===== src/rtl/uart_tx_fifo.sv =====
// -----------------------------------------------------------------------------
// uart_tx_fifo
//
// Byte queue placed directly in front of a UART transmitter. System-side bytes
// arrive on a valid/ready handshake and are buffered in a DEPTH-entry FIFO.
// A small launcher FSM hands one byte at a time to the transmitter through a
// tx_start / tx_data / tx_busy interface. It never pulses tx_start while a
// frame is in flight. It flags a transmitter that fails to raise tx_busy
// within BUSY_TIMEOUT cycles of a launch.
//
// Optional feature (macro UART_TXQ_PAUSE_EN):
//   When defined, an extra input tx_pause holds the launcher in IDLE.
//   Frames already launched still complete, and pushes are still accepted.
//   When undefined, the port does not exist and IDLE launches whenever the
//   queue is non-empty.
//
// Ports:
//   clk       in   system clock
//   rst       in   synchronous active-high reset
//   in_valid  in   system byte valid
//   in_data   in   [7:0] system byte
//   in_ready  out  FIFO can accept (not full)
//   count     out  [ADDR_W:0] bytes currently queued, 0..DEPTH
//   tx_start  out  one-cycle launch pulse to the transmitter
//   tx_data   out  [7:0] byte to the transmitter, held until the next launch
//   tx_busy   in   transmitter busy
//   tx_pause  in   (UART_TXQ_PAUSE_EN only) inhibit new launches
//   overflow  out  sticky: write attempted while full
//   timeout   out  sticky: tx_busy did not rise within BUSY_TIMEOUT cycles
//   err_clr   in   clears overflow and timeout; a same-cycle set wins
// -----------------------------------------------------------------------------
module uart_tx_fifo #(
  parameter int DEPTH        = 16,
  parameter int BUSY_TIMEOUT = 8,
  localparam int ADDR_W      = $clog2(DEPTH)
) (
  input  logic              clk,
  input  logic              rst,
  input  logic              in_valid,
  input  logic [7:0]        in_data,
  output logic              in_ready,
  output logic [ADDR_W:0]   count,
  output logic              tx_start,
  output logic [7:0]        tx_data,
  input  logic              tx_busy,
`ifdef UART_TXQ_PAUSE_EN
  input  logic              tx_pause,
`endif
  output logic              overflow,
  output logic              timeout,
  input  logic              err_clr
);

  localparam int TMR_W = $clog2(BUSY_TIMEOUT);
  localparam logic [ADDR_W:0]  FULL_CNT = (ADDR_W + 1)'(DEPTH);
  localparam logic [TMR_W-1:0] TMR_LOAD = TMR_W'(BUSY_TIMEOUT - 1);

  typedef enum logic [1:0] {
    IDLE,
    START,
    WAIT_BUSY,
    WAIT_DONE
  } state_t;

  // Storage: no reset, so it can map onto block RAM. The single read port
  // feeds tx_data_q, which acts as the registered read.
  logic [7:0]        mem_q [DEPTH];

  state_t            state_q, state_d;
  logic [ADDR_W-1:0] wr_ptr_q, wr_ptr_d;
  logic [ADDR_W-1:0] rd_ptr_q, rd_ptr_d;
  logic [ADDR_W:0]   count_q, count_d;
  logic [TMR_W-1:0]  timer_q, timer_d;
  logic [7:0]        tx_data_q;
  logic              overflow_q, overflow_d;
  logic              timeout_q, timeout_d;

  logic              full;
  logic              push;
  logic              pop;
  logic              tmo_evt;
  logic              launch_ok;

  // in_ready is derived from the registered count only. A pop in the same
  // cycle does not open a slot, so a write to a full FIFO is always rejected.
  assign full = (count_q == FULL_CNT);
  assign push = in_valid && !full;

`ifdef UART_TXQ_PAUSE_EN
  assign launch_ok = !tx_pause;
`else
  assign launch_ok = 1'b1;
`endif

  // Launcher FSM: next state, pop request and timer.
  always_comb begin
    state_d = state_q;
    timer_d = timer_q;
    pop     = 1'b0;
    tmo_evt = 1'b0;
    case (state_q)
      IDLE: begin
        if ((count_q != '0) && launch_ok) begin
          pop     = 1'b1;
          state_d = START;
        end
      end
      START: begin
        timer_d = TMR_LOAD;
        state_d = WAIT_BUSY;
      end
      WAIT_BUSY: begin
        if (tx_busy) begin
          state_d = WAIT_DONE;
        end else if (timer_q == '0) begin
          // The transmitter never acknowledged: drop the byte, do not retry.
          tmo_evt = 1'b1;
          state_d = IDLE;
        end else begin
          timer_d = timer_q - 1'b1;
        end
      end
      WAIT_DONE: begin
        if (!tx_busy) begin
          state_d = IDLE;
        end
      end
      default: begin
        state_d = IDLE;
      end
    endcase
  end

  // Pointers, occupancy and sticky flags.
  always_comb begin
    wr_ptr_d = push ? (wr_ptr_q + 1'b1) : wr_ptr_q;
    rd_ptr_d = pop  ? (rd_ptr_q + 1'b1) : rd_ptr_q;

    count_d = count_q;
    case ({push, pop})
      2'b10:   count_d = count_q + 1'b1;
      2'b01:   count_d = count_q - 1'b1;
      default: count_d = count_q;
    endcase

    // Set has priority over clear so an event coinciding with err_clr is
    // never lost.
    overflow_d = (overflow_q && !err_clr) || (in_valid && full);
    timeout_d  = (timeout_q  && !err_clr) || tmo_evt;
  end

  always_ff @(posedge clk) begin
    if (rst) begin
      state_q    <= IDLE;
      wr_ptr_q   <= '0;
      rd_ptr_q   <= '0;
      count_q    <= '0;
      timer_q    <= '0;
      tx_data_q  <= 8'h00;
      overflow_q <= 1'b0;
      timeout_q  <= 1'b0;
    end else begin
      state_q    <= state_d;
      wr_ptr_q   <= wr_ptr_d;
      rd_ptr_q   <= rd_ptr_d;
      count_q    <= count_d;
      timer_q    <= timer_d;
      overflow_q <= overflow_d;
      timeout_q  <= timeout_d;
      // Captured on the IDLE->START edge and held through the whole frame.
      if (pop) begin
        tx_data_q <= mem_q[rd_ptr_q];
      end
    end
  end

  always_ff @(posedge clk) begin
    if (push) begin
      mem_q[wr_ptr_q] <= in_data;
    end
  end

  assign in_ready = !full;
  assign count    = count_q;
  assign tx_start = (state_q == START);
  assign tx_data  = tx_data_q;
  assign overflow = overflow_q;
  assign timeout  = timeout_q;

endmodule


===== config.mk =====
export PLATFORM = sky130hd
export DESIGN_NAME = uart_tx_fifo
export DESIGN_NICKNAME = d
export VERILOG_FILES = /design/src/rtl/uart_tx_fifo.sv
export SDC_FILE = /design/constraint.sdc
export NUM_CORES = 1
export LEC_CHECK = 0
export CELL_PAD_IN_SITES_DETAIL_PLACEMENT = 0
export CELL_PAD_IN_SITES_GLOBAL_PLACEMENT = 1
export CORE_ASPECT_RATIO = 0.8
export CORE_UTILIZATION = 51
export CTS_CLUSTER_SIZE = 40
export DETAILED_ROUTE_END_ITERATION = 8
export GPL_TIMING_DRIVEN = 0
export PLACE_DENSITY_LB_ADDON = 0.1
export SLEW_MARGIN = 5
export SYNTH_ARGS = -nofsm -noshare
export SYNTH_HDL_FRONTEND = slang
export SYNTH_SLANG_ARGS = --single-unit

===== constraint.sdc =====
create_clock -name clk -period 3.3 [get_ports clk]
set_input_delay 0.33 -clock clk [delete_from_list [all_inputs] [get_ports clk]]
set_output_delay 0.33 -clock clk [all_outputs]
set_load 0.02 [all_outputs]

Yosys cells after proc, flatten, opt, wreduce, memory -nomap -nowiden:

Memories as Yosys holds them, arrays and structs flattened. A register that Yosys moved wholly into a read port is not among the register bits.
Index checks and enable logic that the tools add are counted.

* add/subtract/negate cells: 5
* equality and inequality tests: 11
* multiplexer cells: 16
* reduce and logical (&&, ||, !) cells: 15

Operators by type and width (number)
* 5-bit case mux with 2 select lines: 1
* 4-bit by 1-bit adder with 4-bit output (second input constant): 2
* 2-bit 2-to-1 mux: 4
* 2-bit != test (second input constant): 4
* 2-bit case mux with 4 select lines: 1
* 1-bit 2-to-1 mux: 7
* 2-bit == test (second input constant): 3
* 3-bit 2-to-1 mux: 2
* 3-bit case mux with 2 select lines: 1
* 3-bit AND reduction: 2
* 5-bit by 1-bit adder with 5-bit output (second input constant): 1
* 5-bit == test (second input constant): 1
* 5-bit nonzero test: 1
* 5-bit by 1-bit subtractor with 5-bit output (second input constant): 1
* 2-bit by 1-bit == test with 1-bit output (second input constant): 2
* 1-bit logical AND: 4
* 2-bit nonzero test: 2
* 3-bit zero test: 1
* 3-bit != test (second input constant): 1
* 3-bit by 1-bit subtractor with 3-bit output (second input constant): 1
* 1-bit zero test: 2
* 2-bit zero test: 1
* 1-bit logical OR: 2

* flip-flop bits (word level): 20
* bits in writable memories: 128
* input port bits: 13
* logic and storage cells: 55
* memories: 1

Memories
* mem_q: words 16, width 8, read ports 1, clocked after Yosys merged registers in 1, write ports 1, RTL line 67 `logic [7:0] mem_q [DEPTH];`

Logic depth before layout (Yosys ltp):

Gate-level depths: netlist of the first run.

* depth in word-level cells: 5
* mapped depth: 14
* depth with buffers taken out: 11

Least setup slack after synthesis of the first run:

Ideal clock, no wire load.

* kind: register to register
* start: register count_q[1], in the netlist count[1]
* end: register count_q[4], in the netlist count[4]
* setup time: 0.121 ns
* data arrival time: 3.054 ns
* slack: 0.126 ns
* cell stages (with the launch flop): 15
* cell sequence: dfxtp_1 > buf_6 > or4_4 > buf_6 > o21ai_4 > inv_2 > buf_6 > ha_1 > clkbuf_1 > xor2_1 > ha_1 > a21oi_1 > a32oi_1 > a31oi_1 > mux2_2

* longest elaborated chain between the ends: 5
* elaborated cells on any way between the ends: 12
* classes of those cells: add/sub (2); eq/ne (3); mux (3); reduce/logical (4)

Ends and longest elaborated chain
* start: declaration: RTL line 72 `logic [ADDR_W:0] count_q, count_d;`
* start signal: assignment: RTL line 166 `count_q <= count_d;`
* 5-bit nonzero test (*): RTL line 103 `if ((count_q != '0) && launch_ok) begin`
* 1-bit 2-to-1 mux (*): RTL line 103
* 1-bit 2-to-1 mux (*): RTL line 101 `case (state_q)`
* named net pop: RTL line 80 `logic pop;`
* 2-bit by 1-bit == test with 1-bit output / 2-bit == test (equally long branches): RTL line 140 `case ({push, pop})`
* 5-bit case mux with 2 select lines / 2-bit nonzero test (equally long branches)

Mark *: on every way through the listed nets, which the timed path passes. The rest lies on a longest branch.
A chain may end at the register's enable or synchronous reset.

Final worst setup path of the first run:

Ends and elaborated chain as after synthesis.

==> results of run 1 <==
==> cell usage in the layout, fill, tap and decap left out, types with 6 or more instances in the layout <==
cell               n
ha_1              15
mux2i_1           34
inv_1             10
a22o_1             8
nor4_1             8
nand2_1            7
buf_1              6
dfxtp_1           27
mux4_2            16
edfxtp_1         128
clkdlybuf4s50_1   29
buf_2              7
xor2_1             7
nor2_1            35
nor3_1             9
clkbuf_16         17
o22ai_1           17
clkbuf_1           8
a21oi_1            6
==> path summary, 6_finish.rpt <==
kind	from	end	slack (ns)	cells after the start
worst min-delay path	timer_q[0]	timer_q[0]	0.49	1
worst max register to register	count[1]	count[4]	0.15	13
worst min register to register	timer_q[0]	timer_q[0]	0.49	1
worst max-delay path	count[1]	count[4]	0.15	13
==> per-layer routing <==
layer  vias to the layer above  track usage [%]  share of wire, %
met5                         -                0                 0
met3                        19             5.24               4.9
met2                        90             36.2                48
li1                       1694                -                 -
met1                      1800             30.9                45
met4                         0             9.07               1.8
==> layout make-up <==
type | count | area share [%]
plain buffers | 23 | 1.55
repair buffers | 30 | 3.92
multi-input cells | 221 | 24.8
clock inverters | 14 | 2.64
well taps | 171 | 2.82
clock buffers | 18 | 5.66
inverters | 11 | 0.544
flip-flops and latches | 156 | 58.1
==> synthesized netlist by cell type (2+ instances only) <==
cell,count
buf_2,7
dfxtp_1,28
xnor2_1,4
clkbuf_1,8
nand3b_1,2
mux2i_1,34
a31oi_1,3
or3_1,2
nor2b_1,5
inv_1,10
xor2_1,7
a21oi_1,7
mux2_2,2
nor4_1,9
nor2_2,2
ha_1,15
a22o_1,8
nand3_1,2
o211ai_1,3
a311oi_1,2
nand2_1,7
nor3_1,12
a211oi_1,2
buf_6,3
buf_1,6
and3_1,2
nor3b_1,2
nand2b_1,5
edfxtp_1,128
o21ai_0,2
a22oi_1,3
o22ai_1,17
a32oi_1,2
nor2_1,35
mux4_2,16
==> cells by family after synthesis <==
logic type	synth area share (%)
fa+ha+maj	2.93
compound gates	5.91
simple gates	7.14
flops	68.7
buf+inv	2.54
mux	11.3
xor+xnor	1.50
==> metrics by stage <==
stage,setup TNS [ns],hold WS (ns)
global placement,-0.139,0.456
CTS,0,0.484
global route,0,0.497
detailed placement,-0.184,0.470
finish,0,0.486
floorplan,0,0.429
==> state kept, by name, indices dropped and copies added (netlist names) <==
register	count
count	5
overflow	1
tx_data	8
timer_q	3
state_q	2
rd_ptr_q	4
timeout	1
wr_ptr_q	4
mem_q	128
==> repair_timing <==
action | CTS | global route
resized for setup | 2 | 3
pin swaps | 1 | 1
buffers inserted | 1 | 0
endpoints found under the setup margin | 2 | 1
hold endpoints to repair | 0 | 0
==> power groups by stage <==
| stage | Combinational [mW] | Clock (mW) | Sequential, mW |
|---|---|---|---|
| 4_1_cts | 1.39 | 2.10 | 2.38 |
| 3_5_place_dp | 1.35 | 0 | 2.41 |
| 2_1_floorplan | 0.889 | 0 | 2.45 |
| 6_report | 1.39 | 2.08 | 2.38 |
| 3_3_place_gp | 1.33 | 0 | 2.41 |
| 5_1_grt | 1.53 | 2.18 | 2.40 |
==> results.toml, run 1 <==
[clock_network]
cts_buffer_depth = 2
clkSinkCount = 156
cts_tree = "yes"
clk_pin_slew_ns = 0.06
numCtsBuffers = 17
htreeDepth = 4
clock-root-buffer = "clkbuf_16"
clock_latency_ns = 0.42
cts_hold_buffers = 0

[timing]
drv_slew = 0
rsz0062_at_grt = "false"
period_needed_ns = 3.15
slew_headroom_pct = 18.6
finalSetupViolations = 0
fmax_mhz = 317
worst_pin_slew_ns = 1.21
finClkSkew_ns = 0.00596
fin_ws_ns = 0.148
finalHoldViolations = 0
fin_crit_sh_pct = 95.5

[finish]
fillers = 914
final_util_pct = 62.2
regArea_um2 = 4410
drive_above_1_share_pct = 15.2
nets = 488
multiInputGateArea_um2 = 1880
instances_no_fill = 644
n_antenna_cell = 0
postLayoutCellArea_um2 = 7590
area_delta_synth_final_pct = 18.3

[global_routing]
antenna_found_initial = 0
grt_start_max_net_pins = 17
grt_pass1_vias = 3636
overflow = 0
grt_pass1_wl_um = 20600
grt_usage_pct = 22.8

[power_and_ir_drop]
pwr-share-seq_pct = 40.7
irDropWorstVdd_v = 0.000449
intPower_mw = 4.21
p_leak_nw = 2.49
pwr-share-clk_pct = 35.5
combPwrFrac_pct = 23.7
netSwitchingFraction_pct = 27.9
p_total_mw = 5.84
switchingPower_mw = 1.63
powerDensity_nw_per_um2 = 770

[setup_path]
cp_max_fo = 11
max_stage_delay_ns = 0.51
cp_data_required_time_ns = 3.61
cpMaxStageDelayCell = "or4_4"
crit_buf_inv = 4
worstSetupStartpointType = "register"
cp.arrival_ns = 3.46
critPathTopFamily = "compound AO/OA/AOI/OAI gates"
critPathKind = "reg2reg"
crit_path_end_kind = "register"
cpMostUsedCell = "buf_6"
crit_chain = "buf_6 -> or4_4 -> buf_6 -> o21ai_4 -> inv_2 -> buf_6 -> ha_1 -> xor2_1 -> ha_1 -> a21oi_2 -> a32oi_1 -> a31oi_1 -> mux2_2"

[yosys]
yosys.area.top_type_share_pct = 60.0
ys.flop_type = "edfxtp_1"
netlist_area_um2 = 6410
ys_seq_area_share_pct = 68.7
yosysWarnings = 0
synth_cell_types = 45
synth_fp_nets = 440
synthArstFlopShare_pct = 0
synth.area.top_cells = "edfxtp_1 60%, dfxtp_1 8.7%, mux4_2 5.6%"
syn_avg_cell_area_um2 = 15.6
synth.largest_area_cell = "edfxtp_1"
synth_edf_count = 128
syn_inst = 412
synth-seq-cells = 156

[place]
place_ws_ns = -0.184
io_buffer_count = 29
place_area_um2 = 6920
dpl.hpwl_um = 8740
dpl.cell_count = 612
gp_congestion = 0.780

[floorplan]
ios = 30
die_h_um = 102
start_util_pct = 52.5
die_w_um = 127
core-area_um2 = 12200
fp-row-count = 36
die_area_um2 = 13000

[routing]
ant_nets = 0
postRouteWirelength_um = 13400
drc_errors = 0
wire_per_inst_um = 20.8
num_vias = 3603
drt_first_iter_violations = 333
dr.pass1.iters = 4
avgViaCountPerCell = 5.59

[run_status]
status = "finished, final reports clean"

[min_path]
worstHoldPathType = "reg2reg"

[job]
cap_violations = 0
No activity file was read; power rests on OpenSTA's default activity.
==> inputs of run 2 (changes only) <==
CORE_UTILIZATION = 53   (was 51)
CTS_BUF_LIST = sky130_fd_sc_hd__clkbuf_8   (was unset)
==> run 2 against run 1 <==
Effect of this change:
- the run now ends with DRC left
- first-iteration DRC count is 36% lower
- sequential share of layout area is 2.2 points higher
- hold slack worse by 0.016 ns
- die area is 3.7% lower
- sequential cell count stayed put
- highest routed layer unchanged
- fmax is 0.78% lower
- largest cell class unchanged
==> results.toml, run 2 (same netlist as run 1, synthesis figures left out) <==
[power_and_ir_drop]
p_leak_nw = 2.39
p_total_mw = 5.20
irDropWorstVdd_v = 0.000412
powerDensity_nw_per_um2 = 711

[timing]
finalHoldViolations = 0
period_needed_ns = 3.18
drv_slew = 0
finalSetupViolations = 0
tns_ns = 0
fmax_mhz = 315
worst_pin_slew_ns = 1.27
finClkSkew_ns = 0.0130
fin_crit_sh_pct = 96.3
slew_headroom_pct = 14.4
rsz0062_at_grt = "false"

[floorplan]
ios = 30
fp-row-count = 35
core-area_um2 = 11600
die_area_um2 = 12500
die_w_um = 125
start_util_pct = 55.0
die_h_um = 100

[global_routing]
antenna_found_initial = 0
grt_usage_pct = 22.8
grt_pass1_wl_um = 20200
overflow = 0
grt_start_max_net_pins = 17
grt_pass1_vias = 3526

[finish]
n_antenna_cell = 0
layout_commonest_cell = "edfxtp_1"
final_cell_mix = "128 x edfxtp_1, 35 x nor2_1, 34 x mux2i_1"
final_util_pct = 62.8
area_delta_synth_final_pct = 14.1
drive_above_1_share_pct = 15.2
largest-register = "mem_q"
largest_reg_flops = 128
nets = 488

[routing]
postRouteWirelength_um = 13100
num_vias = 3569
dr.pass1.iters = 7
drc_errors = 3
avgViaCountPerCell = 5.75
ant_nets = 0
drt_first_iter_violations = 212
wire_per_inst_um = 21.1

[setup_path]
cpMostUsedCell = "buf_6"
cp.arrival_ns = 3.53
critPathKind = "reg2reg"
cp_max_fo = 11
critPathTopFamily = "compound AO/OA/AOI/OAI gates"
crit_path_end_kind = "register"
cpMaxStageDelayCell = "or4_4"
crit_chain = "buf_6 -> or4_4 -> buf_6 -> o21ai_4 -> inv_2 -> buf_6 -> ha_1 -> xor2_1 -> ha_1 -> a21oi_2 -> a32oi_1 -> a31oi_1 -> mux2_2"
max_stage_delay_ns = 0.51
worstSetupStartpointType = "register"
crit_buf_inv = 4
cp_data_required_time_ns = 3.65

[place]
io_buffer_count = 29
gp_congestion = 0.773
dpl.hpwl_um = 8620

[clock_network]
cts_buffer_depth = 2
htreeDepth = 4
clock-root-buffer = "clkbuf_8"
clkSinkCount = 156
cts_tree = "yes"
clk_pin_slew_ns = 0.09
cts_hold_buffers = 0
clock_latency_ns = 0.45
numCtsBuffers = 17

[min_path]
worstHoldPathType = "reg2reg"

[run_status]
status = "complete, but fails checks"
failed_checks = "DRC"

[job]
cap_violations = 0
==> run 2: worst paths after layout <==
path	slack, ns	end	start	depth (start not counted)
min	0.47	timer_q[0]	timer_q[0]	1
min reg2reg	0.47	timer_q[0]	timer_q[0]	1
max	0.12	count[4]	count[1]	13
max reg2reg	0.12	count[4]	count[1]	13
==> run 2: layer usage <==
metal / vias up / track usage (%) / wire [um]
met5: - / 0 / 0
met4: 0 / 8.91 / 214
met3: 17 / 5.22 / 586
met2: 77 / 35.7 / 6190
met1: 1790 / 31.3 / 6150
li1: 1685 / - / -
==> run 2: metrics by stage <==
stage / instance area (um^2) / std cells / worst slack (ns) / hold WS (ns)
finish: 7310 / 621 / 0.123 / 0.471
global route: 7310 / 621 / 0.0105 / 0.516
CTS: 7300 / 622 / 0.0188 / 0.478
detailed placement: 6890 / 589 / -0.182 / 0.467
global placement: 6890 / 589 / -0.152 / 0.453
floorplan: 6410 / 412 / 0.126 / 0.429
==> run 2: repair_timing <==
item,in CTS,in global routing
resized for setup,2,3
endpoints found under the setup margin,2,2
endpoints found under the hold margin,0,0
buffers inserted,1,0
pin swaps,1,1
==> run 2: final cells by class <==
type,count,area [um^2]
Buffer,23,118
Clock buffer,17,234
Clock inverter,15,161
Fill cell,883,4330
Inverter,11,41.3
Multi-Input combinational cell,221,1870
Sequential cell,156,4410
Tap cell,148,185
Timing Repair Buffer,30,298
==> run 2: where the power goes <==
group	internal [mW]	switching [mW]
combinational	0.611	0.778
clock	0.689	0.749
sequential	2.27	0.105
total	3.57	1.63
==> inputs of run 3 (changes only) <==
SKIP_LAST_GASP = 1   (was unset)
==> results of run 3 <==
No change in the layout: final DEF, timing and power equal those of run 2.
